--- src/rtl/hamming_scrub_mem.sv ---
// Hamming(7,4) codeword store with a background scrub engine that corrects single-bit errors.
// Optional macro SCRUB_IRQ_EN adds an err_irq pulse output after each counted correction.
module hamming_scrub_mem #(
   parameter int ADDR_W         = 4,
   parameter int DEPTH          = 16,
   parameter int SCRUB_INTERVAL = 64
) (
   input  logic              clk,
   input  logic              rst,
   input  logic              wr_en,
   input  logic [ADDR_W-1:0] wr_addr,
   input  logic [6:0]        wr_data,
   input  logic              rd_en,
   input  logic [ADDR_W-1:0] rd_addr,
   output logic [6:0]        rd_data,
   output logic              rd_valid,
   input  logic              scrub_en,
   output logic              scrub_busy,
   output logic [15:0]       err_count,
   output logic [ADDR_W-1:0] last_err_addr
`ifdef SCRUB_IRQ_EN
   ,
   output logic              err_irq
`endif
);

   localparam int CNT_W = (SCRUB_INTERVAL > 1) ? $clog2(SCRUB_INTERVAL) : 1;
   localparam logic [CNT_W-1:0] CNT_LAST = CNT_W'(SCRUB_INTERVAL - 1);

   typedef enum logic [2:0] {S_IDLE, S_WAIT, S_READ, S_CHECK, S_WRITE} state_e;

   state_e              state_q, state_d;
   logic [ADDR_W-1:0]   ptr_q, ptr_d;
   logic [CNT_W-1:0]    cnt_q, cnt_d;
   logic [6:0]          word_q, word_d;
   logic [15:0]         err_count_q, err_count_d;
   logic [ADDR_W-1:0]   last_err_q, last_err_d;
   logic [6:0]          rd_data_q, rd_data_d;
   logic                rd_valid_q, rd_valid_d;
   logic [6:0]          mem_q [DEPTH];

   logic                host_access, wr_hit, scrub_we, mem_we;
   logic [2:0]          syn;
   logic [6:0]          fixed_word, mem_wdata;
   logic [ADDR_W-1:0]   mem_waddr;

`ifdef SCRUB_IRQ_EN
   logic                irq_q, irq_d;
   assign err_irq = irq_q;
`endif

   function automatic logic [2:0] syndrome(input logic [6:0] cw);
      syndrome = {^{cw[3], cw[4], cw[5], cw[6]},
                  ^{cw[1], cw[2], cw[5], cw[6]},
                  ^{cw[0], cw[2], cw[4], cw[6]}};
   endfunction

   assign host_access = wr_en | rd_en;
   assign wr_hit      = wr_en && (wr_addr == ptr_q);
   assign syn         = syndrome(word_q);
   assign fixed_word  = word_q ^ (7'd1 << (syn - 3'd1));

   // Host write always owns the port; scrub only writes when no host access is present.
   assign mem_we    = wr_en | scrub_we;
   assign mem_waddr = wr_en ? wr_addr : ptr_q;
   assign mem_wdata = wr_en ? wr_data : fixed_word;

   always_ff @(posedge clk) begin
      if (rst) begin
         state_q     <= S_IDLE;
         ptr_q       <= '0;
         cnt_q       <= '0;
         word_q      <= '0;
         err_count_q <= '0;
         last_err_q  <= '0;
         rd_data_q   <= '0;
         rd_valid_q  <= 1'b0;
`ifdef SCRUB_IRQ_EN
         irq_q       <= 1'b0;
`endif
         for (int unsigned i = 0; i < DEPTH; i++) mem_q[i] <= '0;
      end else begin
         state_q     <= state_d;
         ptr_q       <= ptr_d;
         cnt_q       <= cnt_d;
         word_q      <= word_d;
         err_count_q <= err_count_d;
         last_err_q  <= last_err_d;
         rd_data_q   <= rd_data_d;
         rd_valid_q  <= rd_valid_d;
`ifdef SCRUB_IRQ_EN
         irq_q       <= irq_d;
`endif
         if (mem_we) mem_q[mem_waddr] <= mem_wdata;
      end
   end

   always_comb begin
      state_d = state_q;
      case (state_q)
         S_IDLE:  if (scrub_en) state_d = S_WAIT;
         S_WAIT: begin
            if (!scrub_en)              state_d = S_IDLE;
            else if (cnt_q == CNT_LAST) state_d = S_READ;
         end
         S_READ:  if (!host_access) state_d = S_CHECK;
         S_CHECK: begin
            if (wr_hit || syn == 3'd0) state_d = scrub_en ? S_WAIT : S_IDLE;
            else                       state_d = S_WRITE;
         end
         S_WRITE: if (wr_hit || !host_access) state_d = scrub_en ? S_WAIT : S_IDLE;
         default: state_d = S_IDLE;
      endcase
   end

   always_comb begin
      ptr_d       = ptr_q;
      cnt_d       = cnt_q;
      word_d      = word_q;
      err_count_d = err_count_q;
      last_err_d  = last_err_q;
      scrub_we    = 1'b0;
`ifdef SCRUB_IRQ_EN
      irq_d       = 1'b0;
`endif
      rd_valid_d  = rd_en;
      rd_data_d   = rd_en ? mem_q[rd_addr] : rd_data_q;
      scrub_busy  = !(state_q == S_IDLE || state_q == S_WAIT);
      case (state_q)
         S_IDLE: cnt_d = '0;
         S_WAIT: begin
            if (!scrub_en || cnt_q == CNT_LAST) cnt_d = '0;
            else                                cnt_d = cnt_q + CNT_W'(1);
         end
         S_READ: if (!host_access) word_d = mem_q[ptr_q];
         S_CHECK: if (wr_hit || syn == 3'd0) ptr_d = ptr_q + ADDR_W'(1);
         S_WRITE: begin
            // A host write to the scrubbed address supersedes the stale correction.
            if (wr_hit) begin
               ptr_d = ptr_q + ADDR_W'(1);
            end else if (!host_access) begin
               scrub_we    = 1'b1;
               ptr_d       = ptr_q + ADDR_W'(1);
               last_err_d  = ptr_q;
               if (err_count_q != 16'hFFFF) err_count_d = err_count_q + 16'd1;
`ifdef SCRUB_IRQ_EN
               irq_d       = 1'b1;
`endif
            end
         end
         default: ;
      endcase
   end

   assign rd_data       = rd_data_q;
   assign rd_valid      = rd_valid_q;
   assign err_count     = err_count_q;
   assign last_err_addr = last_err_q;

endmodule

--- config.mk ---
export PLATFORM = sky130hd
export DESIGN_NAME = hamming_scrub_mem
export DESIGN_NICKNAME = d
export VERILOG_FILES = /design/src/rtl/hamming_scrub_mem.sv
export SDC_FILE = /design/constraint.sdc
export NUM_CORES = 1
export LEC_CHECK = 0
export CAP_MARGIN = 0
export CORE_MARGIN = 3
export CORE_UTILIZATION = 60
export CTS_CLUSTER_SIZE = 16
export DETAILED_ROUTE_END_ITERATION = 8
export GPL_TIMING_DRIVEN = 0
export HOLD_SLACK_MARGIN = 0.05
export PLACE_DENSITY = 0.8
export SYNTH_ARGS = -nofsm -noshare
export SYNTH_HDL_FRONTEND = slang
export SYNTH_SLANG_ARGS = --single-unit
--- constraint.sdc ---
create_clock -name clk -period 2.9 [get_ports clk]
set_clock_uncertainty 0.1 [all_clocks]
set_input_delay 0.435 -clock clk [delete_from_list [all_inputs] [get_ports clk]]
set_output_delay 0.435 -clock clk [all_outputs]
set_load 0.005 [all_outputs]
---- After elaboration in Yosys (flattened, before gate mapping) ----
Memory sizes are Yosys's and may differ from the RTL's. A register that Yosys moved wholly into a read port is not among the register bits.
Cells that the tools add are included.
storage, ports and cells
  flip-flop bits (word level) ............. 34
  bits in writable memories ............... 112
  bits of input ports ..................... 20
  output and inout bits ................... 29
  logic and storage cells ................. 78
  memories ................................ 1
memory list
  name   depth  bits a word  read ports  clocked after memory_dff  write ports  line  RTL
  mem_q  16     7            2           2                         16           40    logic [6:0] mem_q [DEPTH];
cells by class
  add/sub/neg operators ................... 4
  equality and inequality tests ........... 13
  shift operators ......................... 1
  mux-type cells .......................... 27
  bitwise operators ....................... 5
  reductions and logical operators ........ 21
operators by type and width
  operator                                                            number
  4-bit 2-to-1 mux                                                    5
  3-bit 2-to-1 mux                                                    6
  16-bit by 1-bit adder with 16-bit output (second input constant)    1
  16-bit inequality test (second input constant)                      1
  3-bit case mux with 5 select lines                                  1
  7-bit 2-to-1 mux                                                    2
  6-bit case mux with 2 select lines                                  1
  4-bit XOR reduction                                                 3
  1-bit 2-to-1 mux                                                    10
  2-bit inequality test (second input constant)                       4
  4-bit case mux with 2 select lines                                  1
  4-bit AND reduction                                                 2
  7-bit OR reduction                                                  1
  1-bit by 3-bit left shift with 7-bit output (first input constant)  1
  7-bit XOR                                                           1
  6-bit by 1-bit adder with 6-bit output (second input constant)      1
  3-bit by 2-bit == test with 1-bit output (second input constant)    2
  6-bit == test (second input constant)                               1
  3-bit logical NOT                                                   2
  6-bit 2-to-1 mux                                                    1
  3-bit inequality test (second input constant)                       2
  3-bit AND reduction                                                 2
  4-bit by 1-bit adder with 4-bit output (second input constant)      1
  4-bit == test                                                       1
  other kinds (10)                                                    18

---- Depth between registers and ports, before layout ----
Gate-level depths: netlist of the first run.
  word-level depth ........................ 10
  mapped depth ............................ 10
  mapped depth without buffers ............ 8

---- Worst setup path after synthesis of the first run ----
No wires, ideal clock.
  kind .................................... reg-to-reg
  from .................................... register word_q[6] (read register of mem_q)
  to ...................................... memory mem_q[2][2] (data pin)
  setup time .............................. 0.266 ns
  data arrival time ....................... 2.150 ns
  data required time ...................... 2.534 ns
  slack ................................... 0.385 ns
  cell stages (with the launch flop) ...... 11
  path buffers ............................ 3
  clock period less this slack ............ 2.515 ns
  cells stage by stage .................... dfxtp_1 buf_4 xnor2_1 nand3_1 nand2_1 ha_1 clkbuf_1 a21boi_0 o221ai_1 buf_2 nor2_1
RTL lines
  item         line  RTL
  from (decl)  35    logic [6:0] word_q, word_d;
  to (decl)    40

==> out/qor.csv, run 1 <==
metric,value,unit
gp_congestion,0.971,
p_seq_frac,0.481,
grt_pass1_vias,6904,
r2r-start,ptr_q[0]$_SDFFE_PP0P_,
grt_first_pass_wirelength,37.5,mm
ant_nets,0,
timing.fmax,355,MHz
nFillCells,930,
yosys_most_used_dff,edfxtp_1,
yosysWarnings,0,
synth_area_per_cell,11.9,µm²
die_h,126,µm
p_switching,1.38,mW
r2r_end,mem_q[15][1]$_SDFFCE_PN0P_,
first_pass_iters,8,
fin_crit,2.82,ns
synth_top_area_frac,0.390,
vias,6786,
dieArea,0.0158,mm²
design.core.area,0.0140,mm²
yosysSeqAreaShare,0.502,
cp_max_fo,10,
maxSlewViolCount,0,
grt_max_degree,17,
grt_util_met3,0.0848,
antenna_cells,0,
power_frac_comb,0.102,
routedWlPerCell,25.2,µm
antenna_found_initial,0,
clk_latency,0.44,ns
endpoint_kind,register,
synth-async-reset-ratio,0,
root_buffer,clkbuf_16,
status,"finished, final reports clean",
critical_path_class,in -> reg,
worst_ep_arrival_time,2.80,ns
ys_ff_latch,160,
start_util,0.616,
cts.sinks,160,
pin_count,49,
fp.dieW,126,µm
grt_overflow,0,
synth_top_cell_by_area,edfxtp_1,
finish.utilization,0.715,
hold_viol_final,0,
drive_above_1_share,0.216,
drt_iter0_markers,915,
io_buffers,45,
num_rows,43,
drc,0,
syn_inst,725,
r2r_cells,6,
cts_setup_buffers,0,
period_share,0.971,
htree_levels,4,
cap_violations,0,
synth_nets,749,
synth_edf_count,112,
worst-slew-pin-transition,0.770,ns
internal_power,3.94,mW
p_leak,3.27,nW
grtUsageMet1,0.371,
viasPerCell,6.92,
p_sw_frac,0.260,
cts_hold_buffers,0,
ir_worst_vdd,0.559,mV
totalWireLength,24.7,mm
rsz0062_at_grt,true,
finalPower,5.33,mW
syn_to_final_growth,16.0,%
finalSetupViolCount,0,
final_nets,812,
reg2reg_slack,0.11,ns
p_per_area,533,mW/mm²
grt_busiest_layer,met2,
slew_headroom,0.487,
critical_path_required,2.89,ns
numCtsBuffers,17,
critPathLaunch,wr_en,
crit_path_start_kind,input pin,
grt_usage,0.313,
clk_pin_slew_worst_paths,0.07,ns
use_met2,0.529,
hold_class,reg -> reg,
cts_tree,done,
synth_area_leaders,"edfxtp_1, mux4_2, dfxtp_1",
synth.distinct_cells,60,
syn-cell-area,0.00862,mm²
hpwl,16.9,mm
cp-endpoint,mem_q[15][1]$_SDFFCE_PN0P_,
clockBufferDepth,2,
power.share.clock,0.417,
synthesized netlist by cell type (4+ instances only):
cell and instances:
a21oi_1 25, a221o_1 8, a22oi_1 15, a311oi_1 4, a31oi_1 6, and3_1 5, buf_2 16, buf_4 4
clkbuf_1 28, dfxtp_1 48, edfxtp_1 112, ha_1 4, inv_1 10, mux2_2 12, mux2i_1 12, mux4_2 56
nand2_1 35, nand2b_1 22, nand3_1 15, nand4_1 5, nor2_1 88, nor2_2 10, nor2b_1 8, nor3_1 79
nor3_2 12, nor4_1 4, o211ai_1 4, o21ai_0 7, xnor2_1 22, xor2_1 4
sequential cells by signal, indices dropped and copies added, names as in the netlist:
signal and count:
last_err_addr 4, mem_q 112, ptr_q 4, cnt_q 6, err_count 16, rd_data 7
rd_valid 1, word_q 7, state_q 3
final cells by class:
cell class	count	area, µm²	area share
sequential	160	4330	0.433
clock inverter	14	148	0.0148
inverter	10	37.5	0.00375
buffer	53	259	0.0259
tap	180	225	0.0225
clock buffer	18	429	0.0429
multi-input combinational	501	4120	0.412
timing repair buffer	45	450	0.0451
critical path, cell delays in order:
cell and delay (ns):
clkdlybuf4s50_1 0.54, buf_2 0.22, buf_2 0.25, nand2_1 0.10, o22ai_1 0.38, nand2_1 0.38
nand2b_1 0.49
logic make-up after synthesis:
logic type / after synthesis / synth area share
and+or+nand+nor: 301 / 0.179
DFF: 160 / 0.502
AOI/OAI and AO/OA: 88 / 0.0722
muxes: 81 / 0.178
buffers and inverters: 64 / 0.0347
xor gates and xnor gates: 27 / 0.0283
adders and majority gates: 4 / 0.00581
cells in the final DEF, fill, tap and decap left out, types with 15 or more instances in the layout:
cell / n
nand2_1: 34
edfxtp_1: 112
nand3_1: 15
nor3_1: 79
xnor2_1: 19
mux4_2: 56
a21oi_1: 25
nor2_1: 88
clkdlybuf4s50_1: 45
a22oi_1: 15
clkbuf_16: 17
clkbuf_1: 27
buf_2: 16
dfxtp_1: 45
power groups by stage:
stage          Clock [mW]  Combinational, mW  Sequential [mW]
2_1_floorplan           0              0.350             2.59
3_3_place_gp            0              0.507             2.60
3_5_place_dp            0              0.521             2.61
4_1_cts              2.20              0.529             2.56
5_1_grt              2.30              0.572             2.57
6_report             2.22              0.546             2.56
layer usage:
layer	part of all wire	vias up
met1	0.35	3285
met5	0	-
met2	0.50	503
met3	0.10	107
li1	-	2891
met4	0.056	0
worst min-delay path by stage:
stage,startpoint,end,cells past startpoint
2_1_floorplan,cnt_q[5]$_SDFFE_PP0N_,cnt_q[5]$_SDFFE_PP0N_,1
3_3_place_gp,last_err_addr[2]$_SDFFE_PP0P_,last_err_addr[2]$_SDFFE_PP0P_,2
3_5_place_dp,last_err_addr[0]$_SDFFE_PP0P_,last_err_addr[0]$_SDFFE_PP0P_,2
4_1_cts,last_err_addr[0]$_SDFFE_PP0P_,last_err_addr[0]$_SDFFE_PP0P_,2
5_1_grt,last_err_addr[1]$_SDFFE_PP0P_,last_err_addr[1]$_SDFFE_PP0P_,2
6_report,last_err_addr[3]$_SDFFE_PP0P_,last_err_addr[3]$_SDFFE_PP0P_,2
stage by stage:
stage | instances | setup TNS (ns) | cell area (µm²) | hold WS [ns] | setup WS, ns
after floorplan | 725 | 0 | 8620 | 0.340 | 0.385
after global placement | 950 | -29.01 | 9290 | 0.350 | -0.337
after detailed placement | 950 | -35.15 | 9290 | 0.368 | -0.410
after CTS | 982 | 0 | 9880 | 0.379 | 0.00718
after global routing | 981 | -0.0527 | 10000 | 0.393 | -0.0160
final | 981 | 0 | 10000 | 0.382 | 0.0833
timing repair:
item,in CTS,in global routing
gates resized for setup,2,25
endpoints found under the setup margin,10,151
pin swaps,0,0
Note: power is estimated with default switching activity, not from simulation.
==> run 2, diff against run 1 <==
--- a/config.mk
+++ b/config.mk
@@ -5,6 +5,7 @@
 export SDC_FILE = /design/constraint.sdc
 export NUM_CORES = 1
 export LEC_CHECK = 0
+export ABC_AREA = 1
 export CAP_MARGIN = 0
 export CORE_MARGIN = 3
 export CORE_UTILIZATION = 60
==> constraint.sdc (replaced) <==
create_clock -name clk -period 3.4 [get_ports clk]
set_clock_uncertainty 0.1 [all_clocks]
set_input_delay 0.51 -clock clk [delete_from_list [all_inputs] [get_ports clk]]
set_output_delay 0.51 -clock clk [all_outputs]
set_load 0.005 [all_outputs]
==> run 2 against run 1 <==
  * Clock power shrank 6%
  * Largest power group unchanged
  * Cell count grew 43%
  * Sequential power shrank 14%
  * Sequential share of layout area shrank 1.4 points
  * Largest cell class unchanged
==> out/qor.csv, run 2 <==
metric,value,unit,change
synth_area_per_cell,7.87,µm²,-34%
yosys.area_share.simple,0.281,,+0.102
gp_congestion,0.990,,+1.9%
antenna_found_initial,0,,unchanged
period_share,0.855,,
yosysWarnings,0,,unchanged
grt_max_degree,17,,unchanged
synth_compound_area_frac,0.134,,+0.0616
largest_reg_flops,112,,unchanged
hold_class,reg -> reg,,
synthAdderAreaFrac,0.00555,,-0.000259
clockBufferDepth,2,,unchanged
syn_to_final_growth,14.4,%,
ys_ff_latch,160,,unchanged
p_switching,1.35,mW,-2.3%
drc,0,,unchanged
tns,0,ns,unchanged
num_rows,44,,+2.3%
timing.fmax,344,MHz,
fin_crit,2.91,ns,
totalWireLength,29.1,mm,+18%
ant_nets,0,,unchanged
synth.distinct_cells,38,,-37%
synth_nets,1170,,+56%
layout_commonest_cell,nand2_1,,
synth_area_leaders,"edfxtp_1, dfxtp_1, nand2_1",,
first_pass_iters,7,,-1
synth-async-reset-ratio,0,,unchanged
ir_worst_vdd,0.338,mV,-40%
grt_pass1_vias,7737,,+12%
root_buffer,clkbuf_16,,
maxSlewViolCount,0,,unchanged
synth_top_area_frac,0.373,,-0.0174
grt_usage,0.357,,+0.0446
pin_count,49,,unchanged
cts_resized,0,,-2
mostFrequentLayoutCells,"nand2_1, nor2_1, nand3_1",,
io_buffers,44,,-2.2%
vias,8561,,+26%
nFillCells,1217,,+31%
cts_setup_buffers,0,,unchanged
hold_viol_final,0,,unchanged
dieArea,0.0165,mm²,+4.4%
endpoint_kind,register,,
syn_inst,1146,,+58%
finish.utilization,0.705,,-0.0101
numCtsBuffers,17,,unchanged
p_per_area,478,mW/mm²,-10%
worst-slew-pin-transition,0.901,ns,+0.132 ns
finalSetupViolCount,0,,unchanged
p_seq_frac,0.445,,-0.036
power.share.clock,0.421,,+0.004
cp_max_fo,10,,unchanged
worst_ep_arrival_time,2.99,ns,+0.19 ns
status,"finished, final reports clean",,
synth_top_family_by_area,simple AND/OR/NAND/NOR gates,,
yosys_most_used_dff,edfxtp_1,,
power_frac_comb,0.134,,+0.032
yosysSeqAreaShare,0.480,,-0.0224
die_h,129,µm,+2.2%
start_util,0.616,,about the same
setup_slack,0.491,ns,+0.408 ns
hpwl,20.8,mm,+23%
syn-cell-area,0.00902,mm²,+4.7%
internal_power,3.58,mW,-9.1%
p_sw_frac,0.274,,+0.0141
clk_pin_slew_worst_paths,0.06,ns,about the same
drt_iter0_markers,1309,,+43%
p_leak,3.95,nW,+21%
viasPerCell,6.09,,-12%
cts_tree,done,,
critical_path_class,reg -> reg,,
cts.sinks,160,,unchanged
synth_most_common_cell,nand2_1,,
fp.dieW,129,µm,+2.2%
finalNonFillerCells,1406,,+43%
cts_hold_buffers,0,,unchanged
top_register,mem_q,,
final_nets,1233,,+52%
synth-xor-area-share,0.0185,,-0.00986
antenna_cells,0,,unchanged
clk_latency,0.44,ns,about the same
synthMuxAreaShare,0,,-0.178
grt_overflow,0,,unchanged
slew_headroom,0.399,,-0.0879
synth_edf_count,112,,unchanged
synthTopCellsByCount,"nand2_1, nor2_1, nand3_1",,
design.core.area,0.0146,mm²,+4.7%
critical_path_required,3.49,ns,+0.60 ns
htree_levels,4,,unchanged
drive_above_1_share,0.0859,,-0.130
grt_first_pass_wirelength,44.4,mm,+18%
dp.cells,1374,,+45%
post-place-ws,0.180,ns,+0.591 ns
synth_top_cell_by_area,edfxtp_1,,
rsz0062_at_grt,false,,
cap_violations,0,,unchanged
routedWlPerCell,20.7,µm,-18%
crit_path_start_kind,register,,
worst_hold_slack,0.390,ns,+0.00781 ns
-- run 2: cell count changes after synthesis, sizes merged, moves of 73 or more --
cell   before  now
nor3       91   13
nand2      36  238
o21ai       7   80
inv        10  104
nand3      15  127
nor2       98  189
-- run 2: power groups by stage --
stage / sequential, mW / clock (mW) / combinational [mW]
2_1_floorplan: 2.22 / 0 / 0.405
3_3_place_gp: 2.24 / 0 / 0.626
3_5_place_dp: 2.24 / 0 / 0.629
4_1_cts: 2.20 / 2.07 / 0.635
5_1_grt: 2.20 / 2.16 / 0.706
6_report: 2.20 / 2.08 / 0.661
-- run 2: cell families (layout without fill, tap and decap cells) --
logic type,count (synthesis),count (layout)
adders and majority gates,4,4
xor gates and xnor gates,19,19
DFF,160,160
and+or+nand+nor,581,581
AOI/OAI and AO/OA,212,212
buffers and inverters,170,246
-- run 2: final cells by class --
type / instances / area, µm² / area share
Sequential cell: 160 / 4320 / 0.419
Multi-Input combinational cell: 816 / 3960 / 0.383
Timing Repair Buffer: 44 / 440 / 0.0427
Clock buffer: 17 / 425 / 0.0412
Inverter: 106 / 403 / 0.0390
Buffer: 64 / 334 / 0.0324
Tap cell: 184 / 230 / 0.0223
Clock inverter: 15 / 205 / 0.0199
-- run 2: worst paths after layout --
check,slack (ns),startpoint,endpoint,cells past startpoint
max,0.49,word_q[6]$_SDFFE_PP0P_,mem_q[14][6]$_SDFFCE_PN0P_,13
min,0.39,rd_data[0]$_SDFFE_PP0P_,rd_data[0]$_SDFFE_PP0P_,2
max reg2reg,0.49,word_q[6]$_SDFFE_PP0P_,mem_q[14][6]$_SDFFCE_PN0P_,13
min reg2reg,0.39,rd_data[0]$_SDFFE_PP0P_,rd_data[0]$_SDFFE_PP0P_,2
-- run 2: per-layer routing --
| layer | GRT usage | routed length, µm |
|---|---|---|
| met3 | 0.0888 | 3710 |
| met5 | 0 | 0 |
| met4 | 0.150 | 968 |
| met2 | 0.514 | 12500 |
| met1 | 0.518 | 11900 |
-- run 2: worst max-delay path, cell delays in order (launching register included) --
cell and delay, ns:
dfxtp_1 0.38, xnor2_1 0.39, nand2_1 0.17, nand2_4 0.13
nor2_4 0.05, ha_1 0.27, buf_2 0.17, inv_1 0.16
nand3_1 0.10, nand2_1 0.07, nand3_1 0.08, nand2_2 0.26
buf_6 0.24, nor2_1 0.06
-- run 2: stage by stage --
stage          cell area, µm²  total power [mW]
2_1_floorplan            9020              2.63
3_3_place_gp             9690              2.86
3_5_place_dp             9690              2.87
4_1_cts                 10300              4.90
5_1_grt                 10300              5.07
6_report                10300              4.94
